`src/rtl/bus_seq_pkg.sv`:
```
// rtl/bus_seq_pkg.sv - shared FSM states, burst codes and step-word layout helpers
package bus_seq_pkg;

  typedef enum logic [2:0] {
    S_IDLE,
    S_ISSUE,
    S_DELAY,
    S_DRAIN,
    S_DONE
  } seq_state_e;

  localparam logic [2:0] BURST_SINGLE = 3'd0;
  localparam logic [2:0] BURST_INCR   = 3'd1;

  function automatic int clog2_min1(input int n);
    return (n < 2) ? 1 : $clog2(n);
  endfunction

  function automatic int max_int(input int a, input int b);
    return (a > b) ? a : b;
  endfunction

  function automatic int mid_w(input int nm);
    return clog2_min1(nm);
  endfunction

  // Step word, LSB upwards: data, addr, delay, burst, read_en, master id, nowait, last.
  function automatic int f_addr_lsb(input int dw);
    return dw;
  endfunction

  function automatic int f_dly_lsb(input int dw, input int aw);
    return dw + aw;
  endfunction

  function automatic int f_burst_lsb(input int dw, input int aw, input int dlyw);
    return dw + aw + dlyw;
  endfunction

  function automatic int f_rd_bit(input int dw, input int aw, input int dlyw);
    return f_burst_lsb(dw, aw, dlyw) + 3;
  endfunction

  function automatic int f_mid_lsb(input int dw, input int aw, input int dlyw);
    return f_rd_bit(dw, aw, dlyw) + 1;
  endfunction

  function automatic int f_nowait_bit(input int nm, input int dw, input int aw, input int dlyw);
    return f_mid_lsb(dw, aw, dlyw) + mid_w(nm);
  endfunction

  function automatic int f_last_bit(input int nm, input int dw, input int aw, input int dlyw);
    return f_nowait_bit(nm, dw, aw, dlyw) + 1;
  endfunction

  function automatic int step_w(input int nm, input int dw, input int aw, input int dlyw);
    return f_last_bit(nm, dw, aw, dlyw) + 1;
  endfunction

endpackage

```
`src/rtl/bus_seq_step_ram.sv`:
```
// rtl/bus_seq_step_ram.sv - step table, one write port, asynchronous read, no reset
module bus_seq_step_ram #(
  parameter int DEPTH  = 16,
  parameter int STEP_W = 33,
  parameter int IDX_W  = 4
) (
  input  logic              clk,
  input  logic              i_we,
  input  logic [IDX_W-1:0]  i_waddr,
  input  logic [STEP_W-1:0] i_wdata,
  input  logic [IDX_W-1:0]  i_raddr,
  output logic [STEP_W-1:0] o_rdata
);

  logic [STEP_W-1:0] r_mem [DEPTH];

  always_ff @(posedge clk) begin
    if (i_we) r_mem[i_waddr] <= i_wdata;
  end

  assign o_rdata = r_mem[i_raddr];

endmodule

```
`src/rtl/bus_stim_sequencer.sv`:
```
// rtl/bus_stim_sequencer.sv - programmable multi-master bus stimulus sequencer
// Optional drain watchdog enabled by defining SEQ_DRAIN_TIMEOUT_EN.
module bus_stim_sequencer
  import bus_seq_pkg::*;
#(
  parameter int NUM_MASTERS    = 2,
  parameter int DATA_W         = 8,
  parameter int ADDR_W         = 14,
  parameter int DEPTH          = 16,
  parameter int HOLD_CYCLES    = 3,
  parameter int DLY_W          = 4,
  parameter int TIMEOUT_CYCLES = 255,
  localparam int IDX_W  = clog2_min1(DEPTH),
  localparam int STEP_W = step_w(NUM_MASTERS, DATA_W, ADDR_W, DLY_W)
) (
  input  logic                          clk,
  input  logic                          reset,
  input  logic                          start,
  input  logic                          prog_we,
  input  logic [IDX_W-1:0]              prog_addr,
  input  logic [STEP_W-1:0]             prog_data,
  input  logic [NUM_MASTERS-1:0]        m_request,
  output logic [NUM_MASTERS-1:0]        m_enable,
  output logic [NUM_MASTERS-1:0]        m_read_en,
  output logic [3*NUM_MASTERS-1:0]      m_burst_mode,
  output logic [DATA_W*NUM_MASTERS-1:0] m_data,
  output logic [ADDR_W*NUM_MASTERS-1:0] m_addr,
  output logic                          busy,
  output logic                          done,
  output logic [IDX_W-1:0]              step_idx,
  output logic                          error
);

  localparam int MID_W      = mid_w(NUM_MASTERS);
  localparam int ADDR_LSB   = f_addr_lsb(DATA_W);
  localparam int DLY_LSB    = f_dly_lsb(DATA_W, ADDR_W);
  localparam int BURST_LSB  = f_burst_lsb(DATA_W, ADDR_W, DLY_W);
  localparam int RD_BIT     = f_rd_bit(DATA_W, ADDR_W, DLY_W);
  localparam int MID_LSB    = f_mid_lsb(DATA_W, ADDR_W, DLY_W);
  localparam int NOWAIT_BIT = f_nowait_bit(NUM_MASTERS, DATA_W, ADDR_W, DLY_W);
  localparam int LAST_BIT   = f_last_bit(NUM_MASTERS, DATA_W, ADDR_W, DLY_W);
  // One counter serves hold, delay and watchdog phases.
  localparam int CNT_W = clog2_min1(max_int(max_int(HOLD_CYCLES, TIMEOUT_CYCLES), 1 << DLY_W) + 1);

  seq_state_e r_state, w_next_state;

  logic [STEP_W-1:0] w_rd_step;
  logic [IDX_W-1:0]  w_load_idx, r_step_idx;
  logic              w_prog_we;
  logic [DATA_W-1:0] w_f_data;
  logic [ADDR_W-1:0] w_f_addr;
  logic [DLY_W-1:0]  w_f_dly;
  logic [2:0]        w_f_burst;
  logic              w_f_rd, w_f_nowait, w_f_last;
  logic [MID_W-1:0]  w_f_mid;

  logic [CNT_W-1:0]  r_cnt, w_cnt_inc;
  logic              r_cur_last, r_cur_nowait;
  logic [DLY_W-1:0]  r_cur_dly;
  logic              w_last_eff, w_go_drain, w_load, w_cnt_clr;

  logic [NUM_MASTERS-1:0]        r_m_enable, r_m_read_en;
  logic [3*NUM_MASTERS-1:0]      r_m_burst;
  logic [DATA_W*NUM_MASTERS-1:0] r_m_data;
  logic [ADDR_W*NUM_MASTERS-1:0] r_m_addr;

  assign w_prog_we  = prog_we && (r_state == S_IDLE);
  assign w_load_idx = (r_state == S_IDLE) ? '0 : r_step_idx + IDX_W'(1);

  bus_seq_step_ram #(
    .DEPTH  (DEPTH),
    .STEP_W (STEP_W),
    .IDX_W  (IDX_W)
  ) u_step_ram (
    .clk     (clk),
    .i_we    (w_prog_we),
    .i_waddr (prog_addr),
    .i_wdata (prog_data),
    .i_raddr (w_load_idx),
    .o_rdata (w_rd_step)
  );

  assign w_f_data   = w_rd_step[DATA_W-1:0];
  assign w_f_addr   = w_rd_step[ADDR_LSB +: ADDR_W];
  assign w_f_dly    = w_rd_step[DLY_LSB +: DLY_W];
  assign w_f_burst  = w_rd_step[BURST_LSB +: 3];
  assign w_f_rd     = w_rd_step[RD_BIT];
  assign w_f_mid    = w_rd_step[MID_LSB +: MID_W];
  assign w_f_nowait = w_rd_step[NOWAIT_BIT];
  assign w_f_last   = w_rd_step[LAST_BIT];

  assign w_cnt_inc  = r_cnt + CNT_W'(1);
  assign w_last_eff = r_cur_last || (r_step_idx == IDX_W'(DEPTH - 1));
  assign w_go_drain = !r_cur_nowait || w_last_eff;

  always_ff @(posedge clk) begin
    if (reset) r_state <= S_IDLE;
    else       r_state <= w_next_state;
  end

  always_comb begin
    w_next_state = r_state;
    w_load       = 1'b0;
    w_cnt_clr    = 1'b0;
    case (r_state)
      S_IDLE: begin
        if (start) begin
          w_next_state = S_ISSUE;
          w_load       = 1'b1;
        end
      end
      S_ISSUE: begin
        if (w_cnt_inc == CNT_W'(HOLD_CYCLES)) begin
          if (r_cur_dly != '0) begin
            w_next_state = S_DELAY;
            w_cnt_clr    = 1'b1;
          end else if (w_go_drain) begin
            w_next_state = S_DRAIN;
            w_cnt_clr    = 1'b1;
          end else begin
            w_next_state = S_ISSUE;
            w_load       = 1'b1;
          end
        end
      end
      S_DELAY: begin
        if (w_cnt_inc == CNT_W'(r_cur_dly)) begin
          if (w_go_drain) begin
            w_next_state = S_DRAIN;
            w_cnt_clr    = 1'b1;
          end else begin
            w_next_state = S_ISSUE;
            w_load       = 1'b1;
          end
        end
      end
      S_DRAIN: begin
        if (m_request == '0) begin
          if (w_last_eff) begin
            w_next_state = S_DONE;
          end else begin
            w_next_state = S_ISSUE;
            w_load       = 1'b1;
          end
        end
`ifdef SEQ_DRAIN_TIMEOUT_EN
        else if (w_cnt_inc == CNT_W'(TIMEOUT_CYCLES)) begin
          w_next_state = S_DONE;
        end
`endif
      end
      S_DONE:  w_next_state = S_IDLE;
      default: w_next_state = S_IDLE;
    endcase
  end

  // Master slices keep their last issued values until that master is issued again.
  always_ff @(posedge clk) begin
    if (reset) begin
      r_step_idx   <= '0;
      r_cnt        <= '0;
      r_cur_last   <= 1'b0;
      r_cur_nowait <= 1'b0;
      r_cur_dly    <= '0;
      r_m_enable   <= '0;
      r_m_read_en  <= '0;
      r_m_burst    <= {NUM_MASTERS{BURST_SINGLE}};
      r_m_data     <= '0;
      r_m_addr     <= '0;
    end else begin
      if (w_load || w_cnt_clr) r_cnt <= '0;
      else                     r_cnt <= w_cnt_inc;

      if (w_load) begin
        r_step_idx   <= w_load_idx;
        r_cur_last   <= w_f_last;
        r_cur_nowait <= w_f_nowait;
        r_cur_dly    <= w_f_dly;
        for (int i = 0; i < NUM_MASTERS; i++) begin
          r_m_enable[i] <= (int'(w_f_mid) == i);
          if (int'(w_f_mid) == i) begin
            r_m_read_en[i]              <= w_f_rd;
            r_m_burst[i*3 +: 3]         <= w_f_burst;
            r_m_data[i*DATA_W +: DATA_W] <= w_f_data;
            r_m_addr[i*ADDR_W +: ADDR_W] <= w_f_addr;
          end
        end
      end else if (w_next_state != S_ISSUE) begin
        r_m_enable <= '0;
      end
    end
  end

`ifdef SEQ_DRAIN_TIMEOUT_EN
  logic r_error;

  always_ff @(posedge clk) begin
    if (reset) begin
      r_error <= 1'b0;
    end else if (r_state == S_IDLE && start) begin
      r_error <= 1'b0;
    end else if (r_state == S_DRAIN && w_next_state == S_DONE && m_request != '0) begin
      r_error <= 1'b1;
    end
  end

  assign error = r_error;
`else
  assign error = 1'b0;
`endif

  assign m_enable     = r_m_enable;
  assign m_read_en    = r_m_read_en;
  assign m_burst_mode = r_m_burst;
  assign m_data       = r_m_data;
  assign m_addr       = r_m_addr;
  assign busy         = (r_state != S_IDLE);
  assign done         = (r_state == S_DONE);
  assign step_idx     = r_step_idx;

endmodule

```
`config.mk`:
```
export PLATFORM = sky130hd
export DESIGN_NAME = bus_stim_sequencer
export DESIGN_NICKNAME = d
export VERILOG_FILES = /design/src/rtl/bus_seq_pkg.sv /design/src/rtl/bus_seq_step_ram.sv /design/src/rtl/bus_stim_sequencer.sv
export SDC_FILE = /design/constraint.sdc
export NUM_CORES = 1
export LEC_CHECK = 0
export CAP_MARGIN = 20
export CORE_ASPECT_RATIO = 0.8
export CORE_MARGIN = 1
export CORE_UTILIZATION = 30
export CTS_BUF_LIST = sky130_fd_sc_hd__clkbuf_2
export CTS_CLUSTER_SIZE = 16
export DETAILED_ROUTE_END_ITERATION = 7
export PLACE_DENSITY_LB_ADDON = 0.3
export RECOVER_POWER = 25
export REMOVE_ABC_BUFFERS = 1
export SLEW_MARGIN = 20
export SYNTH_ARGS = -nofsm -noshare
export SYNTH_HDL_FRONTEND = slang
export SYNTH_SLANG_ARGS = --single-unit
```
`constraint.sdc`:
```
create_clock -name clk -period 6.21 [get_ports clk]
set_clock_uncertainty 0.05 [all_clocks]
set_input_delay 1.863 -clock clk [delete_from_list [all_inputs] [get_ports clk]]
set_output_delay 1.863 -clock clk [all_outputs]
set_load 0.01 [all_outputs]
```
==> metrics <==
Final HPWL DP 33590 µm; post-CTS setup buffer count 0; Final min period 4.950 ns; total congestion overflow 0; Final ANT Viol Nets 0; Remaining DRCs 0; Mapped Cells 1523; first-pass GRT wire length 91730 µm; commonest non-fill, non-tap cell in the layout edfxtp_1; worst skew pair latency 1.32 ns; CTS tree built; routed wire length 61430 µm; Layout area overhead 15.27%; PnR worst setup slack 1.260 ns; status complete, no violations; flops & latches, synth 603; CTS resizes 0; Syn Area/Cell 15.71 µm²; drt first pass iters 8; Worst Setup Start Kind flip-flop; PD cells 278.3 nW/µm²; Inst Count DP 2594; Net Sw Power 1.983 mW; register area share after synthesis 0.7256; max-slew violation count 0; unrepaired setup endpoints after global routing no; PnR Total Power 7.673 mW; Initial Util 0.3034; arrival time worst endpoint 3.04 ns; Net Sw Frac 0.2584; hold buffer count at CTS 0; internal cell power 5.690 mW; Non-Filler Instances 2863; VDD IR max 0.0001403 V; layout cells sized above 1 0.2270; Flop pwr share 0.584; clk sinks 603; H-tree levels 4; final hold vios 0; worst slack at placement 1.291 ns; IO Pins 104; RePlAce Congestion 0.7440; largest net degree at the start of global routing 68; CTS clock-pin slew for the worst setup and hold paths 0.10 ns; ys async rst share 0; # Max-Cap Violations 0; Worst setup EP type output pin; Die Y 254.6 µm; hold_ws 0.4379 ns; Main synth FF type edfxtp_1; Tcrit/Tclk final 0.7971; FP Rows 92; Post-synth EDFFs 528; initial antenna violation count 4; vias in the first global route 14370; clock power share 0.349; Port Buffers 102; Hold WC Path Type reg -> reg; WL/cell 21.46 µm; Max Fanout on Critical Path 10; Tightest Pin Transition 1.043 ns; LEAKAGE 9.077 nW; fin util 0.3497; final instance area 27580 µm²; Mapped Area 23920 µm²; fin nets 1761; width of the chip 317.7 µm; setup violators final 0; Core ar. 78850 µm²; critical path class reg -> out; Synth warnings 0; most frequent cells in the layout 528 x edfxtp_1, 224 x clkbuf_2, 198 x nand2_1, 115 x a21oi_1, 80 x nor2b_1; worst-case clock buffer depth 3; Relative slew margins 0.3048; Vias/cell 4.886; die footprint 80880 µm²; clock root cell clkbuf_2; vias post-DR 13990; post-synthesis cell type count 59; DR iter-0 viols 1093; Global Route Usage Sum 0.1536; FMAX 202.0 MHz; final-layout fill cell count 7522; Logic pwr share 0.067; Placed Instance Area 26210 µm²; Num CTS Buffers 153; Data required, critical path 4.30 ns; TNS Setup 0 ns
[cells by family (layout without fill, tap and decap cells)]
kind of cell,after synthesis,in the layout,share of synthesized area
AOI/OAI and AO/OA,225,225,0.06308
xor gates and xnor gates,13,13,0.004760
adders and majority gates,3,3,0.001569
buffers and inverters,106,407,0.02108
DFF,603,603,0.7256
muxes,162,162,0.1017
other,1,6,0.0001568
and+or+nand+nor,410,410,0.08207
[Yosys cell counts (3+ instances only)]
| cell type | count | area [µm²] |
|---|---|---|
| a31oi_1 | 3 | 18.77 |
| xor2_1 | 7 | 61.31 |
| xnor2_1 | 6 | 52.55 |
| mux2_2 | 28 | 315.3 |
| mux2i_1 | 56 | 560.5 |
| buf_1 | 6 | 22.52 |
| nand3_1 | 57 | 285.3 |
| nor3b_1 | 4 | 30.03 |
| clkbuf_1 | 62 | 232.7 |
| ha_1 | 3 | 37.54 |
| dfxtp_1 | 75 | 1501 |
| nor2b_1 | 80 | 500.5 |
| mux2_4 | 19 | 285.3 |
| buf_2 | 23 | 115.1 |
| nor2_1 | 32 | 120.1 |
| buf_4 | 8 | 60.06 |
| a22oi_1 | 7 | 52.55 |
| nor3_1 | 9 | 45.04 |
| a311oi_1 | 27 | 236.5 |
| a211oi_1 | 30 | 225.2 |
| a221oi_1 | 26 | 227.7 |
| edfxtp_1 | 528 | 15860 |
| nand2_1 | 198 | 743.2 |
| a21oi_1 | 115 | 575.6 |
| nand2b_1 | 8 | 50.05 |
| mux2_1 | 5 | 56.30 |
| a221o_1 | 6 | 60.06 |
| mux4_2 | 54 | 1216 |
[per-layer routing]
| metal | track usage | share of wire | up-vias |
|---|---|---|---|
| met5 | 0 | 0.00013 | - |
| met4 | 0.05326 | 0.017 | 2 |
| met3 | 0.04113 | 0.059 | 85 |
| met2 | 0.2401 | 0.47 | 439 |
| met1 | 0.2061 | 0.46 | 7122 |
| li1 | - | - | 6341 |
[worst max-delay path, cell delays in order, from the launching register on]
cell,delay [ns]
dfxtp_1,0.41
nor3_4,0.62
inv_2,0.20
clkdlybuf4s50_1,0.53
[cell type report]
type                            instances  area (µm²)  area share
Antenna cell                            5       12.51   0.0004537
Clock inverter                         40       234.0    0.008485
Timing Repair Buffer                  140        1336     0.04846
Tap cell                             1034        1294     0.04692
Sequential cell                       603       17360      0.6296
Multi-Input combinational cell        814        6206      0.2251
Inverter                                3       11.26   0.0004084
Clock buffer                          224        1121     0.04066
[sequential cells by signal, summed over array words and instances, names as in the netlist, 3 cells and up]
signal and count:
m_data 16, r_cur_dly 4, m_addr 28, m_burst_mode 6, step_idx 4, r_cnt 8
u_step_ram.r_mem 528, r_state 3
[path summary, 6_finish.rpt]
check / startpoint / to / slack, ns / cells past startpoint
max: r_state[0] / busy / 1.26 / 3
min: r_cur_last / r_cur_last / 0.44 / 2
max reg2reg: step_idx[0] / m_data[5] / 2.09 / 9
min reg2reg: r_cur_last / r_cur_last / 0.44 / 2
[power groups by stage]
stage | logic [mW] | clock network (mW) | registers [mW]
floorplan | 0.267 | 0 | 4.59
global placement | 0.517 | 0 | 4.58
detailed placement | 0.526 | 0 | 4.58
CTS | 0.528 | 2.79 | 4.48
global route | 0.562 | 2.99 | 4.49
finish | 0.516 | 2.67 | 4.48
Note: power is estimated with default switching activity, not from simulation.
